**config.mk**
```make
export PLATFORM = sky130hd
export DESIGN_NAME = i2c_transaction_sequencer_flat
export DESIGN_NICKNAME = d
export VERILOG_FILES = /design/src/rtl/i2c_transaction_sequencer_if.sv /design/src/rtl/i2c_transaction_sequencer.sv /design/src/flat_wrapper.sv
export SDC_FILE = /design/constraint.sdc
export NUM_CORES = 1
export LEC_CHECK = 0
export CAP_MARGIN = 20
export CELL_PAD_IN_SITES_DETAIL_PLACEMENT = 2
export CELL_PAD_IN_SITES_GLOBAL_PLACEMENT = 2
export CORE_UTILIZATION = 30
export CTS_BUF_LIST = sky130_fd_sc_hd__clkbuf_2
export CTS_CLUSTER_DIAMETER = 80
export DETAILED_ROUTE_END_ITERATION = 12
export PLACE_DENSITY_LB_ADDON = 0.1
export SYNTH_ARGS = -nofsm -noshare
export SYNTH_HDL_FRONTEND = slang
export SYNTH_SLANG_ARGS = --single-unit
export TNS_END_PERCENT = 30
```
**constraint.sdc**
```tcl
create_clock -name i_clk -period 4.65 [get_ports i_clk]
set_input_delay 0.93 -clock i_clk [delete_from_list [all_inputs] [get_ports i_clk]]
set_output_delay 0.93 -clock i_clk [all_outputs]
set_load 0.02 [all_outputs]
```
**src/rtl/i2c_transaction_sequencer_if.sv**
```systemverilog
// Request/bus bundle between a transaction client and the I2C transaction sequencer.
// i_req is a one-cycle pulse taken only while o_busy=0 and the sequencer is idle;
// o_done pulses once per accepted request, and o_busy covers START through STOP.
interface i2c_transaction_sequencer_if;
    logic        i_req;
    logic        i_rw;
    logic [6:0]  i_addr;
    logic [2:0]  i_len;
    logic [31:0] i_wdata;
    logic        i_t_HD_STA_done;
    logic        i_t_HD_DAT_done;
    logic        i_t_Catch_ACK_done;
    logic        i_t_HIGH_done;
    logic        i_sda_in;
    logic [4:0]  o_cmd_state;
    logic        o_sda_oe;
    logic        o_busy;
    logic        o_done;
    logic        o_nack;
    logic [31:0] o_rdata;

    modport master (
        input  i_req, i_rw, i_addr, i_len, i_wdata,
        input  i_t_HD_STA_done, i_t_HD_DAT_done, i_t_Catch_ACK_done, i_t_HIGH_done, i_sda_in,
        output o_cmd_state, o_sda_oe, o_busy, o_done, o_nack, o_rdata
    );

    modport slave (
        output i_req, i_rw, i_addr, i_len, i_wdata,
        output i_t_HD_STA_done, i_t_HD_DAT_done, i_t_Catch_ACK_done, i_t_HIGH_done, i_sda_in,
        input  o_cmd_state, o_sda_oe, o_busy, o_done, o_nack, o_rdata
    );
endinterface

```
**src/rtl/i2c_transaction_sequencer.sv**
```systemverilog
// I2C master transaction sequencer: START, address byte, 1-4 payload bytes with ACK/NACK, STOP.
// Bit timing comes from an external timing block through one-cycle strobes.
module i2c_transaction_sequencer #(
    parameter logic [3:0] CMD_IDLE          = 4'b0000,
    parameter logic [3:0] CMD_START         = 4'b0001,
    parameter logic [3:0] CMD_DATA_TRANSFER = 4'b0010,
    parameter logic [3:0] CMD_CATCH_ACK     = 4'b0011,
    parameter logic [3:0] CMD_STOP          = 4'b0101
) (
    input  logic                               i_clk,
    input  logic                               i_rst_n,
    i2c_transaction_sequencer_if.master        bus,
    output logic [2:0]                         o_dbg_state
);

    typedef enum logic [2:0] {
        S_IDLE, S_START, S_DATA, S_ACK, S_STOP, S_DONE
    } state_e;

    state_e      state_q, state_d;
    logic        rw_q, rw_d;
    logic [6:0]  addr_q, addr_d;
    logic [2:0]  len_q, len_d;
    logic [31:0] wdata_q, wdata_d;
    logic [7:0]  shift_q, shift_d;
    logic [2:0]  bit_cnt_q, bit_cnt_d;
    logic [1:0]  byte_idx_q, byte_idx_d;
    logic        addr_phase_q, addr_phase_d;
    logic        sda_oe_q, sda_oe_d;
    logic        nack_q, nack_d;
    logic [31:0] rdata_q, rdata_d;

    logic [2:0]  len_clamped;
    logic        rx_byte;
    logic        last_byte;
    logic [3:0]  cmd;

    assign len_clamped = (bus.i_len == 3'd0) ? 3'd1 :
                         (bus.i_len > 3'd4)  ? 3'd4 : bus.i_len;
    // Only payload bytes of a read are received; the address byte is always driven.
    assign rx_byte   = rw_q & ~addr_phase_q;
    assign last_byte = ({1'b0, byte_idx_q} == (len_q - 3'd1));

    always_ff @(posedge i_clk or negedge i_rst_n) begin
        if (!i_rst_n) begin
            state_q      <= S_IDLE;
            rw_q         <= 1'b0;
            addr_q       <= '0;
            len_q        <= '0;
            wdata_q      <= '0;
            shift_q      <= '0;
            bit_cnt_q    <= '0;
            byte_idx_q   <= '0;
            addr_phase_q <= 1'b0;
            sda_oe_q     <= 1'b0;
            nack_q       <= 1'b0;
            rdata_q      <= '0;
        end else begin
            state_q      <= state_d;
            rw_q         <= rw_d;
            addr_q       <= addr_d;
            len_q        <= len_d;
            wdata_q      <= wdata_d;
            shift_q      <= shift_d;
            bit_cnt_q    <= bit_cnt_d;
            byte_idx_q   <= byte_idx_d;
            addr_phase_q <= addr_phase_d;
            sda_oe_q     <= sda_oe_d;
            nack_q       <= nack_d;
            rdata_q      <= rdata_d;
        end
    end

    always_comb begin
        state_d      = state_q;
        rw_d         = rw_q;
        addr_d       = addr_q;
        len_d        = len_q;
        wdata_d      = wdata_q;
        shift_d      = shift_q;
        bit_cnt_d    = bit_cnt_q;
        byte_idx_d   = byte_idx_q;
        addr_phase_d = addr_phase_q;
        sda_oe_d     = sda_oe_q;
        nack_d       = nack_q;
        rdata_d      = rdata_q;
        case (state_q)
            S_IDLE: begin
                if (bus.i_req) begin
                    rw_d         = bus.i_rw;
                    addr_d       = bus.i_addr;
                    len_d        = len_clamped;
                    wdata_d      = bus.i_wdata;
                    rdata_d      = '0;
                    nack_d       = 1'b0;
                    bit_cnt_d    = '0;
                    byte_idx_d   = '0;
                    addr_phase_d = 1'b1;
                    sda_oe_d     = 1'b1;
                    state_d      = S_START;
                end
            end
            S_START: begin
                if (bus.i_t_HD_STA_done) begin
                    shift_d   = {addr_q, rw_q};
                    bit_cnt_d = '0;
                    state_d   = S_DATA;
                end
            end
            S_DATA: begin
                if (rx_byte) begin
                    if (bus.i_t_Catch_ACK_done) shift_d = {shift_q[6:0], bus.i_sda_in};
                end else if (bus.i_t_HD_DAT_done) begin
                    sda_oe_d = ~shift_q[3'd7 - bit_cnt_q];
                end
                // shift_d already holds a coincident sample, so the stored byte includes it.
                if (bus.i_t_HIGH_done) begin
                    if (bit_cnt_q == 3'd7) begin
                        bit_cnt_d = '0;
                        sda_oe_d  = 1'b0;
                        state_d   = S_ACK;
                        if (rx_byte) rdata_d[{byte_idx_q, 3'b000} +: 8] = shift_d;
                    end else begin
                        bit_cnt_d = bit_cnt_q + 3'd1;
                    end
                end
            end
            S_ACK: begin
                if (!rx_byte) begin
                    if (bus.i_t_Catch_ACK_done && bus.i_sda_in) nack_d = 1'b1;
                end else if (bus.i_t_HD_DAT_done) begin
                    sda_oe_d = ~last_byte;
                end
                if (bus.i_t_HIGH_done) begin
                    if (nack_d || (!addr_phase_q && last_byte)) begin
                        sda_oe_d = 1'b1;
                        state_d  = S_STOP;
                    end else begin
                        byte_idx_d   = addr_phase_q ? 2'd0 : byte_idx_q + 2'd1;
                        addr_phase_d = 1'b0;
                        bit_cnt_d    = '0;
                        shift_d      = rw_q ? 8'h00 : wdata_q[{byte_idx_d, 3'b000} +: 8];
                        if (rw_q) sda_oe_d = 1'b0;
                        state_d      = S_DATA;
                    end
                end
            end
            S_STOP: begin
                if (bus.i_t_HIGH_done) begin
                    sda_oe_d = 1'b0;
                    state_d  = S_DONE;
                end
            end
            S_DONE:  state_d = S_IDLE;
            default: state_d = S_IDLE;
        endcase
    end

    always_comb begin
        cmd        = CMD_IDLE;
        bus.o_busy = 1'b0;
        bus.o_done = 1'b0;
        case (state_q)
            S_START: begin cmd = CMD_START;         bus.o_busy = 1'b1; end
            S_DATA:  begin cmd = CMD_DATA_TRANSFER; bus.o_busy = 1'b1; end
            S_ACK:   begin cmd = CMD_CATCH_ACK;     bus.o_busy = 1'b1; end
            S_STOP:  begin cmd = CMD_STOP;          bus.o_busy = 1'b1; end
            S_DONE:  bus.o_done = 1'b1;
            default: cmd = CMD_IDLE;
        endcase
        bus.o_cmd_state = {1'b0, cmd};
    end

    assign bus.o_sda_oe = sda_oe_q;
    assign bus.o_nack   = nack_q;
    assign bus.o_rdata  = rdata_q;
    assign o_dbg_state  = state_q;

endmodule

```
**src/flat_wrapper.sv**
```systemverilog
// flat-port wrapper written by rule: the top's interface ports become plain ports
module i2c_transaction_sequencer_flat 
#(
    parameter logic [3:0] CMD_IDLE          = 4'b0000,
    parameter logic [3:0] CMD_START         = 4'b0001,
    parameter logic [3:0] CMD_DATA_TRANSFER = 4'b0010,
    parameter logic [3:0] CMD_CATCH_ACK     = 4'b0011,
    parameter logic [3:0] CMD_STOP          = 4'b0101
)
  (i_clk, i_rst_n, o_dbg_state, bus_i_req, bus_i_rw, bus_i_addr, bus_i_len, bus_i_wdata, bus_i_t_HD_STA_done, bus_i_t_HD_DAT_done, bus_i_t_Catch_ACK_done, bus_i_t_HIGH_done, bus_i_sda_in, bus_o_cmd_state, bus_o_sda_oe, bus_o_busy, bus_o_done, bus_o_nack, bus_o_rdata);
  i2c_transaction_sequencer_if bus_i ();
  input  logic i_clk;
  input  logic i_rst_n;
  output logic [2:0] o_dbg_state;
  input wire logic [$bits(bus_i.i_req)-1:0] bus_i_req;
  input wire logic [$bits(bus_i.i_rw)-1:0] bus_i_rw;
  input wire logic [$bits(bus_i.i_addr)-1:0] bus_i_addr;
  input wire logic [$bits(bus_i.i_len)-1:0] bus_i_len;
  input wire logic [$bits(bus_i.i_wdata)-1:0] bus_i_wdata;
  input wire logic [$bits(bus_i.i_t_HD_STA_done)-1:0] bus_i_t_HD_STA_done;
  input wire logic [$bits(bus_i.i_t_HD_DAT_done)-1:0] bus_i_t_HD_DAT_done;
  input wire logic [$bits(bus_i.i_t_Catch_ACK_done)-1:0] bus_i_t_Catch_ACK_done;
  input wire logic [$bits(bus_i.i_t_HIGH_done)-1:0] bus_i_t_HIGH_done;
  input wire logic [$bits(bus_i.i_sda_in)-1:0] bus_i_sda_in;
  output wire logic [$bits(bus_i.o_cmd_state)-1:0] bus_o_cmd_state;
  output wire logic [$bits(bus_i.o_sda_oe)-1:0] bus_o_sda_oe;
  output wire logic [$bits(bus_i.o_busy)-1:0] bus_o_busy;
  output wire logic [$bits(bus_i.o_done)-1:0] bus_o_done;
  output wire logic [$bits(bus_i.o_nack)-1:0] bus_o_nack;
  output wire logic [$bits(bus_i.o_rdata)-1:0] bus_o_rdata;
  assign bus_i.i_req = bus_i_req;
  assign bus_i.i_rw = bus_i_rw;
  assign bus_i.i_addr = bus_i_addr;
  assign bus_i.i_len = bus_i_len;
  assign bus_i.i_wdata = bus_i_wdata;
  assign bus_i.i_t_HD_STA_done = bus_i_t_HD_STA_done;
  assign bus_i.i_t_HD_DAT_done = bus_i_t_HD_DAT_done;
  assign bus_i.i_t_Catch_ACK_done = bus_i_t_Catch_ACK_done;
  assign bus_i.i_t_HIGH_done = bus_i_t_HIGH_done;
  assign bus_i.i_sda_in = bus_i_sda_in;
  assign bus_o_cmd_state = bus_i.o_cmd_state;
  assign bus_o_sda_oe = bus_i.o_sda_oe;
  assign bus_o_busy = bus_i.o_busy;
  assign bus_o_done = bus_i.o_done;
  assign bus_o_nack = bus_i.o_nack;
  assign bus_o_rdata = bus_i.o_rdata;
  i2c_transaction_sequencer #(.CMD_IDLE(CMD_IDLE), .CMD_START(CMD_START), .CMD_DATA_TRANSFER(CMD_DATA_TRANSFER), .CMD_CATCH_ACK(CMD_CATCH_ACK), .CMD_STOP(CMD_STOP)) u_core (.i_clk(i_clk), .i_rst_n(i_rst_n), .bus(bus_i), .o_dbg_state(o_dbg_state));
endmodule
```
==> results of run 1 <==
-- cell families (layout without fill, tap and decap cells) --
logic type      count (synthesis)  count (layout)  share of synthesized area [%]
buf+inv                        38             123                           3.46
compound gates                 75              75                           12.4
flops                          94              94                           49.6
fa+ha+maj                       7               7                           1.85
simple gates                  225             225                           20.4
other cells                     1               4                         0.0791
mux                            47              47                           11.6
xor+xnor                        4               4                          0.739
-- worst paths after layout --
kind | endpoint | slack, ns | depth (start not counted)
worst min-delay path | u_core.o_dbg_state[0] | 0.37 | 1
worst min register to register | u_core.wdata_q[24] | 0.51 | 2
worst max-delay path | bus_o_cmd_state[1] | 1.13 | 3
worst max register to register | u_core.shift_q[7] | 1.80 | 5
max in group asynchronous | u_core.wdata_q[28] | 3.26 | 2
min in group i_clk | u_core.wdata_q[24] | 0.51 | 2
-- cells in the final DEF, fill, tap and decap left out, types with 5 or more instances in the layout --
cell and instances:
sky130_fd_sc_hd__o21ai_0 12, sky130_fd_sc_hd__nand2_1 156, sky130_fd_sc_hd__nand3_1 5, sky130_fd_sc_hd__nor3_1 9, sky130_fd_sc_hd__clkdlybuf4s50_1 91, sky130_fd_sc_hd__dfrtp_1 94, sky130_fd_sc_hd__clkbuf_2 11, sky130_fd_sc_hd__a21oi_1 6
sky130_fd_sc_hd__mux2i_1 18, sky130_fd_sc_hd__nand3b_1 5, sky130_fd_sc_hd__nor2b_1 11, sky130_fd_sc_hd__mux2_4 8, sky130_fd_sc_hd__mux2_2 20, sky130_fd_sc_hd__buf_4 6, sky130_fd_sc_hd__o211ai_1 10, sky130_fd_sc_hd__o21bai_1 8
sky130_fd_sc_hd__nor2_1 25, sky130_fd_sc_hd__o2bb2ai_1 16, sky130_fd_sc_hd__o2111ai_1 8, sky130_fd_sc_hd__inv_1 9, sky130_fd_sc_hd__ha_1 7
-- layout make-up --
type,count,area share (%)
inverters,10,0.632
clock inverters,5,0.569
well taps,211,4.44
flip-flops and latches,94,39.6
repair buffers,97,16.1
multi-input cells,360,37.7
clock buffers,11,0.927
diodes,2,0.0842
-- per-layer routing --
layer  track usage (%)  share of wire [%]  up-vias  routed length, um
li1                  -                  -     1836                  -
met1              25.2                 47     1920               6880
met2              32.0                 49       71               7140
met3              2.30                2.6       12                378
met4              6.23                1.2        0                168
met5                 0                  0        -                  0
-- where the power goes --
part | leakage, nW | internal (mW) | switching, mW
sequential | 1.23 | 1.06 | 0.285
combinational | 1.42 | 0.715 | 0.969
clock | 0.0600 | 0.0752 | 0.289
-- worst register-to-register path: cells and delay by family, from the launching register on --
family | cells | cell delay (ns)
compound gates | 1 | 0.16
buf+inv | 1 | 0.48
flops | 1 | 0.75
mux | 2 | 1.04
simple gates | 1 | 0.36
-- state kept, by name, summed over array words and instances (netlist names) --
register,cells
u_core.wdata_q,32
u_core.addr_phase_q,1
u_core.shift_q,8
u_core.rw_q,1
u_core.bus.o_nack,1
u_core.bus.o_sda_oe,1
u_core.o_dbg_state,3
u_core.byte_idx_q,2
u_core.bus.o_rdata,32
u_core.addr_q,7
u_core.len_q,3
u_core.bit_cnt_q,3
==> impl_metrics.py, run 1 <==
metrics = {
    "cts": {
        "cts_num_sinks": 94,
        "clk_pin_slew_worst_paths_ns": 0.27,
        "clock_tree_from_tritoncts": "built",
        "htree_levels": 3,
        "cts.root.buffer_cell": "sky130_fd_sc_hd__clkbuf_2",
        "numCtsBuffers": 9,
        "cts_setup_buffers": 0,
        "clkLatencyLatePin_ns": 0.58,
        "max-clock-path-buffers": 2,
        "post_cts_hold_buffer_count": 0,
        "cts_resized": 0,
    },
    "placed_design": {
        "dpl-instance-area_mm2": 0.00585,
        "globalplace.congestion": 0.745,
        "preCtsSetupSlack_ns": 1.54,
        "hpwl_detailed_um": 10500,
        "port-buffer-count": 92,
        "place.detailed.instances": 772,
    },
    "route": {
        "final_antenna_net_count": 0,
        "dr.pass1.iters": 4,
        "drt_iter0_drc": 168,
        "detail_route.wl_per_cell_um": 18.4,
        "route.detailed.vias_per_inst": 4.86,
        "route.vias.total": 3839,
        "routed_wirelength_um": 14600,
        "post-route-drc-count": 0,
    },
    "cells_and_area": {
        "fin_area_mm2": 0.00594,
        "post-route-util_pct": 38.8,
        "stdcell_count": 790,
        "fill_cells": 1737,
        "fraction_of_layout_instances_using_a_drive_strength_above_1_pct": 9.88,
        "layout.nets": 630,
        "layout.area.seq_mm2": 0.00235,
        "areaGrowthSynthToFinish_pct": 25.2,
        "multi_input_comb_area_mm2": 0.00224,
    },
    "synthesis": {
        "synth_area_leader_cell": "sky130_fd_sc_hd__dfrtp_1",
        "cells_after_synth": 491,
        "netlist_cell_types": 48,
        "yosys.cell_count.top_type": "sky130_fd_sc_hd__nand2_1",
        "post_synthesis_async_set_or_reset_flop_share_pct": 100,
        "most_instantiated_cells_after_synthesis": "sky130_fd_sc_hd__nand2_1, sky130_fd_sc_hd__dfrtp_1, sky130_fd_sc_hd__nor2_1",
        "syn_area_per_cell_um2": 9.66,
        "synth_largest_type_area_fraction_pct": 49.6,
        "yosys_warnings": 0,
        "synth-edff-count": 0,
        "synthTopCellsByArea": "sky130_fd_sc_hd__dfrtp_1, sky130_fd_sc_hd__nand2_1, sky130_fd_sc_hd__mux2_2",
        "mappedNetlistArea_mm2": 0.00474,
        "yosysSeqAreaShare_pct": 49.6,
        "synth_seq_cells": 94,
        "synth_ff_type": "sky130_fd_sc_hd__dfrtp_1",
    },
    "pwr": {
        "power_density_mw_per_mm2": 572,
        "total_power_of_the_final_layout_mw": 3.40,
        "worst_ir_drop_vdd_uv": 142,
        "power.static_leakage_nw": 2.71,
    },
    "die": {
        "fp.coreArea_mm2": 0.0153,
        "fp.dieArea_mm2": 0.0163,
        "floorplan.initialDensity_pct": 31.0,
        "dieHeight_um": 128,
        "core.rowCount": 45,
        "fp.dieW_um": 128,
        "ioPinCount": 95,
    },
    "global_route": {
        "overflow": 0,
        "grt_pass1_vias": 4316,
        "maximum_number_of_pins_on_one_net_before_global_route_repair": 59,
        "global_route_wire_length_before_repair_um": 23700,
        "antenna_found_initial": 1,
        "total_routing_resource_utilization_after_global_routing_pct": 18.9,
    },
    "timing": {
        "final_sum_of_negative_setup_slack_ns": 0,
        "unrepaired_setup_endpoints_after_global_routing": "false",
        "fmax_mhz": 284,
        "endpoints_failing_hold": 0,
        "worst_hold_slack_ns": 0.366,
        "part_of_the_cycle_the_worst_path_needs_pct": 75.8,
        "finalCriticalPeriod_ns": 3.52,
        "timing_max_transition_violations_final": 0,
        "post-route-worst-setup-slack_ns": 1.13,
        "worst-slew-pin-transition_ns": 0.831,
        "timing.max_slew.rel_slack_pct": 43.0,
        "fin_worst_skew_ns": 0.0299,
        "setup_viol": 0,
    },
    "worst_hold_path": {
        "timing.hold.worst.class": "in -> async",
    },
    "critical_path": {
        "cpMaxStageDelayCell": "sky130_fd_sc_hd__dfrtp_1",
        "worstSetupEndpointType": "primary output",
        "max_stage_delay_ns": 0.79,
        "critical_path.max_fanout": 18,
        "crit-reg2reg-launch": "u_core.addr_phase_q",
        "critical_path_buf_inv_count": 2,
        "critical_path_class": "reg -> out",
        "crit_family": "flip-flops",
        "critPathRequiredTime_ns": 3.72,
        "worst_setup_path_startpoint": "u_core.o_dbg_state[2]",
        "path_cells": "nand2b_1, inv_1, clkdlybuf4s50_1",
        "critical_path.startpoint_type": "flip-flop",
        "worstPathArrival_ns": 2.59,
    },
    "flow_run": {
        "maxCapViolations": 0,
    },
    "status": {
        "outcome": "completed",
    },
}
Note: power is estimated with default switching activity, not from simulation.
==> inputs of run 2 (changes only) <==
==> constraint.sdc (replaced) <==
create_clock -name i_clk -period 3.5 [get_ports i_clk]
set_input_delay 0.7 -clock i_clk [delete_from_list [all_inputs] [get_ports i_clk]]
set_output_delay 0.7 -clock i_clk [all_outputs]
set_load 0.02 [all_outputs]
==> run 2 against run 1 <==
  * Hold slack got worse by 0.26 ns
  * Die area stayed put
  * Clock skew up 0.0068 ns
  * Combinational power grew 41%
  * Wire length shrank 0.14%
  * Clock-buffer cell count down 1
  * Non-clock buffer count is 10 higher
  * Core utilization up 0.86 points
  * Critical path depth stayed put
  * Sequential power rose by 30%
  * Register-to-register slack worse by 0.98 ns
  * Highest routed layer unchanged
==> impl_metrics.py, run 2 (synthesized netlist as in run 1, its figures left out) <==
metrics = {
    "status": {
        "outcome": "completed",
    },
    "timing": {
        "timing_max_transition_violations_final": 0,
        "timing.max_slew.rel_slack_pct": 45.2,
        "setup_viol": 0,
        "unrepaired_setup_endpoints_after_global_routing": "false",
        "fmax_mhz": 309,
        "final_sum_of_negative_setup_slack_ns": 0,
        "fin_worst_skew_ns": 0.0367,
        "part_of_the_cycle_the_worst_path_needs_pct": 92.6,
        "finalCriticalPeriod_ns": 3.24,
        "worst-slew-pin-transition_ns": 0.799,
        "post-route-worst-setup-slack_ns": 0.260,
        "endpoints_failing_hold": 0,
    },
    "critical_path": {
        "worstSetupEndpointType": "primary output",
        "critical_path.startpoint_type": "flip-flop",
        "critPathRequiredTime_ns": 2.80,
        "r2r_slack_ns": 0.82,
        "worstPathArrival_ns": 2.54,
        "rr_endpoint": "u_core.shift_q[7]",
        "critical_path_class": "reg -> out",
        "r2r_cells": 6,
        "critical_path.max_fanout": 17,
        "crit-reg2reg-launch": "u_core.len_q[0]",
    },
    "route": {
        "routed_wirelength_um": 14500,
        "drt_iter0_drc": 149,
        "detailroute.wirelength.met3_um": 417,
        "post-route-drc-count": 0,
        "dr.pass1.iters": 4,
        "final_antenna_net_count": 0,
        "detail_route.wl_per_cell_um": 18.2,
        "route.detailed.vias_per_inst": 4.92,
        "route.vias.total": 3932,
        "highest-signal-layer": "met4",
        "wirelength_met1_um": 6900,
        "dr_wl_met2_um": 6950,
    },
    "worst_hold_path": {
        "timing.hold.worst.class": "in -> async",
    },
    "placed_design": {
        "hpwl_detailed_um": 10500,
        "globalplace.congestion": 0.787,
        "preCtsSetupSlack_ns": 0.624,
        "dpl-instance-area_mm2": 0.00593,
        "port-buffer-count": 92,
    },
    "global_route": {
        "grt_pass1_vias": 4389,
        "overflow": 0,
        "antenna_found_initial": 1,
        "total_routing_resource_utilization_after_global_routing_pct": 19.3,
        "global_route_wire_length_before_repair_um": 24000,
        "maximum_number_of_pins_on_one_net_before_global_route_repair": 95,
    },
    "pwr": {
        "worst_ir_drop_vdd_uv": 238,
        "switchingPower_mw": 2.08,
        "p_seq_share_pct": 36.9,
        "power.static_leakage_nw": 2.78,
        "clockPowerShare_pct": 13.2,
        "p_comb_share_pct": 50.0,
        "power_density_mw_per_mm2": 781,
        "total_power_of_the_final_layout_mw": 4.74,
        "cell_internal_pwr_mw": 2.66,
        "power_switching_share_pct": 43.8,
    },
    "die": {
        "fp.dieArea_mm2": 0.0163,
        "dieHeight_um": 128,
        "fp.coreArea_mm2": 0.0153,
        "fp.dieW_um": 128,
        "ioPinCount": 95,
        "core.rowCount": 45,
        "floorplan.initialDensity_pct": 31.0,
    },
    "flow_run": {
        "maxCapViolations": 0,
    },
    "cts": {
        "cts_num_sinks": 94,
        "clk_pin_slew_worst_paths_ns": 0.26,
        "htree_levels": 3,
        "post_cts_hold_buffer_count": 0,
        "cts_setup_buffers": 0,
        "cts.root.buffer_cell": "sky130_fd_sc_hd__clkbuf_2",
        "numCtsBuffers": 9,
        "cts_resized": 0,
        "max-clock-path-buffers": 2,
        "clkLatencyLatePin_ns": 0.60,
        "clock_tree_from_tritoncts": "built",
    },
    "cells_and_area": {
        "fraction_of_layout_instances_using_a_drive_strength_above_1_pct": 11.4,
        "layout.nets": 640,
        "areaGrowthSynthToFinish_pct": 28.0,
        "layout.cells.most_common_list": "sky130_fd_sc_hd__nand2_1, sky130_fd_sc_hd__dfrtp_1, sky130_fd_sc_hd__clkdlybuf4s50_1",
        "most_common_cell_after_layout_fill_and_taps_aside": "sky130_fd_sc_hd__nand2_1",
        "fin_area_mm2": 0.00607,
    },
}
-- run 2: cell types whose count changed in the layout (fill, tap and decap cells not counted) --
| cell | previous run | this run |
|---|---|---|
| sky130_fd_sc_hd__bufinv_16 | 0 | 2 |
| sky130_fd_sc_hd__clkbuf_2 | 11 | 10 |
| sky130_fd_sc_hd__diode_2 | 2 | 1 |
| sky130_fd_sc_hd__buf_12 | 0 | 1 |
| sky130_fd_sc_hd__buf_4 | 6 | 15 |
| sky130_fd_sc_hd__clkinv_4 | 1 | 0 |
-- run 2: worst max path at each step --
| stage | startpoint | endpoint | slack, ns | cells past startpoint |
|---|---|---|---|---|
| floorplan | u_core.byte_idx_q[0] | u_core.shift_q[5] | 1.35 | 10 |
| global route | u_core.o_dbg_state[1] | bus_o_cmd_state[1] | 0.08 | 3 |
| finish | u_core.o_dbg_state[1] | bus_o_cmd_state[1] | 0.26 | 3 |
| detailed placement | bus_i_t_Catch_ACK_done | u_core.shift_q[1] | 0.62 | 5 |
| CTS | u_core.o_dbg_state[1] | bus_o_cmd_state[1] | 0.16 | 3 |
| global placement | bus_i_t_Catch_ACK_done | u_core.shift_q[1] | 0.66 | 5 |
-- run 2: area by class of cell --
class | instances | area, um2
clock buffers | 10 | 50.0
clock inverters | 6 | 85.1
fillers | 1717 | 9240
multi-input cells | 360 | 2240
repair buffers | 107 | 1040
flip-flops and latches | 94 | 2350
inverters | 10 | 37.5
well taps | 211 | 264
diodes | 1 | 2.50
-- run 2: through the flow --
step                      instances  utilization [%]  hold slack (ns)
after floorplan                 492                -            0.404
after global placement          782             38.8            0.460
after detailed placement        782             38.8            0.466
after CTS                       798             39.6           0.0611
after global routing            799             39.6           0.0824
final                           799             39.6            0.105
-- run 2: metal layers --
metal | up-vias | GRT usage (%)
met5 | - | 0
met4 | 0 | 7.82
met3 | 21 | 2.75
met2 | 74 | 32.1
met1 | 1972 | 25.3
li1 | 1865 | -
-- run 2: power groups by stage --
stage / Combinational (mW) / Sequential (mW) / Clock (mW)
6_report: 2.37 / 1.75 / 0.624
5_1_grt: 2.63 / 1.80 / 0.695
4_1_cts: 2.42 / 1.75 / 0.656
3_5_place_dp: 2.40 / 1.78 / 0
3_3_place_gp: 2.33 / 1.76 / 0
2_1_floorplan: 1.63 / 1.67 / 0
-- run 2: worst max-delay path, stage by stage (launching register included) --
cell	delay, ns
sky130_fd_sc_hd__dfrtp_1	0.74
sky130_fd_sc_hd__nand2b_1	0.41
sky130_fd_sc_hd__inv_1	0.16
sky130_fd_sc_hd__clkdlybuf4s50_1	0.63
